$ cat src/rtl/gray_arbiter_pkg.sv
// Shared types and defaults for the two-requester Gray-counter arbiter.
// Latency: n/a (types and constants only).
// Backpressure: n/a.
package gray_arbiter_pkg;

  localparam int DEF_WIDTH = 3;
  localparam int DEF_LEN_W = 4;

  typedef enum logic [1:0] {
    IDLE = 2'd0,
    RUN  = 2'd1,
    DONE = 2'd2
  } state_t;

  // Owner index (0/1) to one-hot grant/done vector.
  function automatic logic [1:0] owner_onehot(input logic owner);
    return owner ? 2'b10 : 2'b01;
  endfunction

endpackage

$ cat src/rtl/gray_step_ctr.sv
// Binary step counter with Gray-coded output and a wrap indication.
// Latency: Value updates on the Clk edge that samples Clr or Step.
// Backpressure: none; Step is obeyed every cycle it is high.
//
// Ports:
//   Clk, Reset (async, active low)
//   Clr   : synchronous clear of the binary count (wins over Step)
//   Step  : advance the count by one, modulo 2^WIDTH
//   Value : Gray encoding of the current count
//   Wrap  : combinational, high when the Step sampled at the next edge
//           takes the count from all-ones back to zero
module gray_step_ctr
  import gray_arbiter_pkg::*;
#(
  parameter int WIDTH = DEF_WIDTH
) (
  input  logic             Clk,
  input  logic             Reset,
  input  logic             Clr,
  input  logic             Step,
  output logic [WIDTH-1:0] Value,
  output logic             Wrap
);

  logic [WIDTH-1:0] bin;

  always_ff @(posedge Clk or negedge Reset) begin
    if (!Reset) begin
      bin <= '0;
    end else if (Clr) begin
      bin <= '0;
    end else if (Step) begin
      bin <= bin + {{(WIDTH-1){1'b0}}, 1'b1};
    end
  end

  assign Wrap  = Step & ~Clr & (&bin);
  assign Value = bin ^ (bin >> 1);

endmodule

$ cat src/rtl/gray_arbiter.sv
// Round-robin arbiter sequencing fixed-length bursts on one shared Gray counter.
// Latency: grant one cycle after the IDLE request edge; burst of L costs L+2 cycles.
// Backpressure: requests are only sampled in IDLE; a held Req simply waits.
//
// Ports:
//   Clk, Reset (async, active low)
//   Req[1:0]      : burst requests, sampled in IDLE only
//   Len0, Len1    : burst lengths, captured at grant
//   Clr           : counter clear, honoured in IDLE only
//   Gnt[1:0]      : one-hot owner during RUN and DONE
//   Busy          : state != IDLE
//   Done[1:0]     : one-cycle completion pulse for the owner
//   Wrapped       : with Done, set if the burst wrapped the counter
//   Value         : Gray-coded counter value
module gray_arbiter
  import gray_arbiter_pkg::*;
#(
  parameter int WIDTH = DEF_WIDTH,
  parameter int LEN_W = DEF_LEN_W
) (
  input  logic             Clk,
  input  logic             Reset,
  input  logic [1:0]       Req,
  input  logic [LEN_W-1:0] Len0,
  input  logic [LEN_W-1:0] Len1,
  input  logic             Clr,
  output logic [1:0]       Gnt,
  output logic             Busy,
  output logic [1:0]       Done,
  output logic             Wrapped,
  output logic [WIDTH-1:0] Value
);

  state_t           state, state_n;
  logic             owner, owner_n;
  logic             pri, pri_n;
  logic [LEN_W-1:0] remaining, remaining_n;
  logic             wrap_flag, wrap_flag_n;

  logic             sel;
  logic [LEN_W-1:0] sel_len;
  logic             ctr_step;
  logic             ctr_clr;
  logic             ctr_wrap;

  gray_step_ctr #(
    .WIDTH(WIDTH)
  ) u_ctr (
    .Clk  (Clk),
    .Reset(Reset),
    .Clr  (ctr_clr),
    .Step (ctr_step),
    .Value(Value),
    .Wrap (ctr_wrap)
  );

  // A lone request wins outright; a tie goes to the priority holder.
  always_comb begin
    sel = Req[1];
    if (Req == 2'b11) begin
      sel = pri;
    end
    sel_len = sel ? Len1 : Len0;
  end

  always_ff @(posedge Clk or negedge Reset) begin
    if (!Reset) begin
      state     <= IDLE;
      owner     <= 1'b0;
      pri       <= 1'b0;
      remaining <= '0;
      wrap_flag <= 1'b0;
    end else begin
      state     <= state_n;
      owner     <= owner_n;
      pri       <= pri_n;
      remaining <= remaining_n;
      wrap_flag <= wrap_flag_n;
    end
  end

  always_comb begin
    state_n     = state;
    owner_n     = owner;
    pri_n       = pri;
    remaining_n = remaining;
    wrap_flag_n = wrap_flag;
    ctr_step    = 1'b0;
    ctr_clr     = 1'b0;
    case (state)
      IDLE: begin
        // Clear and grant may coincide: the burst then steps from zero.
        ctr_clr = Clr;
        if (|Req) begin
          owner_n     = sel;
          remaining_n = sel_len;
          wrap_flag_n = 1'b0;
          pri_n       = ~sel;
          state_n     = (sel_len != '0) ? RUN : DONE;
        end
      end
      RUN: begin
        ctr_step    = 1'b1;
        remaining_n = remaining - LEN_W'(1);
        if (ctr_wrap) begin
          wrap_flag_n = 1'b1;
        end
        if (remaining == LEN_W'(1)) begin
          state_n = DONE;
        end
      end
      DONE: begin
        state_n = IDLE;
      end
      default: begin
        state_n = IDLE;
      end
    endcase
  end

  // Outputs decode registered state only; Req never reaches them directly.
  assign Busy    = (state != IDLE);
  assign Gnt     = Busy ? owner_onehot(owner) : 2'b00;
  assign Done    = (state == DONE) ? owner_onehot(owner) : 2'b00;
  assign Wrapped = (state == DONE) & wrap_flag;

endmodule

$ cat config.mk
export PLATFORM = sky130hd
export DESIGN_NAME = gray_arbiter
export DESIGN_NICKNAME = d
export VERILOG_FILES = /design/src/rtl/gray_arbiter_pkg.sv /design/src/rtl/gray_step_ctr.sv /design/src/rtl/gray_arbiter.sv
export SDC_FILE = /design/constraint.sdc
export NUM_CORES = 1
export LEC_CHECK = 0
export ABC_AREA = 1
export CAP_MARGIN = 20
export CORE_MARGIN = 4
export CORE_UTILIZATION = 48
export DETAILED_ROUTE_END_ITERATION = 7
export PLACE_DENSITY = 0.82
export SYNTH_ARGS = -nofsm -noshare
export SYNTH_HDL_FRONTEND = slang
export SYNTH_SLANG_ARGS = --single-unit
$ cat constraint.sdc
create_clock -name Clk -period 2.4 [get_ports Clk]
set_input_delay 0.36 -clock Clk [delete_from_list [all_inputs] [get_ports Clk]]
set_output_delay 0.36 -clock Clk [all_outputs]
set_load 0.03 [all_outputs]
==> impl_metrics.env <==
export IMPL_period_share=0.909
export IMPL_p_leak_nw=0.453
export IMPL_vias=661
export IMPL_cts_buffers=3
export IMPL_intPower_mw=0.710
export IMPL_vdd_drop_max_mv=0.743
export IMPL_viasPerCell=5.20
export IMPL_io_pins=22
export IMPL_yosys_warnings=0
export IMPL_final_area_sq_um=970
export IMPL_worstSetupStartpointType="flop"
export IMPL_switching_share=0.465
export IMPL_hp_class="in2async"
export IMPL_place_hpwl_microns=1230
export IMPL_grt_pass1_wl_microns=2560
export IMPL_io_buffers=21
export IMPL_max_freq_mhz=458
export IMPL_status="finished clean"
export IMPL_gp_congestion=0.817
export IMPL_rsz0062_at_grt="false"
export IMPL_crit_path_end_kind="primary output"
export IMPL_synthesis_nets=106
export IMPL_die_w_microns=46.8
export IMPL_ant_nets=0
export IMPL_final_util=0.710
export IMPL_combPwrFrac=0.590
export IMPL_pwr_share_clk=0.119
export IMPL_clock_sinks=12
export IMPL_max_slew_margin=0.639
export IMPL_grt_pass1_vias=601
export IMPL_hold_slack_ns=0.435
export IMPL_setup_violations=0
export IMPL_crit_path_max_fanout=5
export IMPL_diodes=0
export IMPL_root_buffer="clkbuf_4"
export IMPL_die_y_microns=46.8
export IMPL_final_cell_mix="nand2_1 (28), clkdlybuf4s50_1 (21), dfrtp_1 (12)"
export IMPL_dp_worst_setup_slack_ns=0.504
export IMPL_finalMaxSlewViolations=0
export IMPL_grt_start_max_net_pins=13
export IMPL_path_class="reg2out"
export IMPL_pwr_share_seq=0.292
export IMPL_drt_first_pass_iters=2
export IMPL_start_util=0.529
export IMPL_finalClockSkew_ns=0.00588
export IMPL_drive_gt1_frac=0.107
export IMPL_p_per_area_nw_per_um2=1370
export IMPL_grtUsageTotal=0.168
export IMPL_drt_iter0_markers=5
export IMPL_drcViolationCount=0
export IMPL_die_area_sq_um=2190
export IMPL_power_switching_mw=0.617
export IMPL_antenna_found_initial=0
export IMPL_tns_ns=0
export IMPL_clk_latency_ns=0.27
export IMPL_fin_ws_ns=0.218
export IMPL_areaGrowthSynthToFinish_pct=34.1
export IMPL_path_clk_slew_ns=0.08
export IMPL_clockBufferDepth=2
export IMPL_synth_distinct_cells=22
export IMPL_placement_cell_area_sq_um=933
export IMPL_tightest_slew_ns=0.539
export IMPL_ctsHoldBuffers=0
export IMPL_worstPathRequired_ns=2.04
export IMPL_coreArea_sq_um=1370
export IMPL_synth_seq_cells=12
export IMPL_nNetsFinal=130
export IMPL_drt_total_wl_microns=1500
export IMPL_syn_cell_area_sq_um=723
export IMPL_routedWlPerCell_microns=11.8
export IMPL_post_cts_buffers=0
export IMPL_min_period_ns=2.18
export IMPL_h_tree_depth=1
export IMPL_ctsResizeCount=0
export IMPL_overflow=0
export IMPL_netlist_instances=89
export IMPL_arrival_ns=1.82
export IMPL_syn_avg_cell_area_sq_um=8.13
export IMPL_finalHoldViolCount=0
export IMPL_cts_tree="built"
export IMPL_final_common_cell="nand2_1"
export IMPL_yosysSeqAreaShare=0.415
export IMPL_drv_cap=0
export IMPL_rows=13
## worst paths after layout
check                               endpoint  slack [ns]  depth (start not counted)    startpoint
worst max-delay path                 Done[0]        0.22                          4      state[0]
worst min register to register  u_ctr.bin[0]        0.49                          1  u_ctr.bin[0]
worst max register to register  remaining[1]        0.96                          6      state[1]
min in group Clk                u_ctr.bin[0]        0.49                          1  u_ctr.bin[0]
worst min-delay path                     pri        0.43                          1         Reset
max in group asynchronous       remaining[0]        1.60                          1         Reset
## power groups by stage
stage / logic (mW) / clock network [mW] / registers (mW)
2_1_floorplan: 0.579 / 0 / 0.374
3_3_place_gp: 0.779 / 0 / 0.386
3_5_place_dp: 0.788 / 0 / 0.391
4_1_cts: 0.794 / 0.165 / 0.387
5_1_grt: 0.870 / 0.180 / 0.404
6_report: 0.782 / 0.158 / 0.387
## layout make-up
| cell class | instances | area [sq um] |
|---|---|---|
| Clock buffer | 4 | 36.3 |
| Fill cell | 112 | 397 |
| Inverter | 7 | 26.3 |
| Multi-Input combinational cell | 68 | 378 |
| Sequential cell | 12 | 300 |
| Tap cell | 15 | 18.8 |
| Timing Repair Buffer | 21 | 210 |
## flip-flops by register name (all words and copies together), names as in the netlist
| signal | count |
|---|---|
| wrap_flag | 1 |
| u_ctr.bin | 3 |
| owner | 1 |
| remaining | 4 |
| state | 2 |
| pri | 1 |
## cells in the mapped netlist
library cell	number	area (sq um)
o21ai_2	1	8.76
a21oi_2	1	8.76
nor2_4	3	33.8
nand2_2	2	12.5
nor2_1	11	41.3
inv_1	6	22.5
o311ai_1	1	8.76
nand2_1	28	105
o21ai_1	2	10.0
o31ai_1	1	7.51
xor2_1	1	8.76
buf_4	1	7.51
nand3_1	5	25.0
o21a_1	1	7.51
dfrtp_1	12	300
a21oi_1	1	5.00
inv_2	1	3.75
a22o_1	2	17.5
o211ai_1	3	22.5
buf_6	1	11.3
ha_1	4	50.1
nor3_1	1	5.00
## layer usage
| metal | routed length, microns | vias up | GRT usage |
|---|---|---|---|
| li1 | - | 338 | - |
| met1 | 670 | 310 | 0.190 |
| met2 | 729 | 13 | 0.293 |
| met3 | 103 | 0 | 0.0728 |
| met4 | 0 | 0 | 0.0331 |
| met5 | 0 | - | 0 |
## worst max-delay path, cell delays in order (launching register included)
cell and delay, ns:
dfrtp_1 0.41, inv_1 0.20, nand2_1 0.14, nor2_1 0.12
clkdlybuf4s50_1 0.68
## metrics by stage
stage,cells,total power [mW]
floorplan,89,0.952
global placement,123,1.16
detailed placement,123,1.18
CTS,127,1.35
global route,127,1.45
finish,127,1.33
## cells by family (layout without fill, tap and decap cells)
kind of cell,after synthesis,in the layout,synth area share
compound gates,13,13,0.133
xor+xnor,1,1,0.0121
fa+ha+maj,4,4,0.0692
buf+inv,9,32,0.0623
simple gates,50,50,0.308
flops,12,12,0.415
Note: power is estimated with default switching activity, not from simulation.
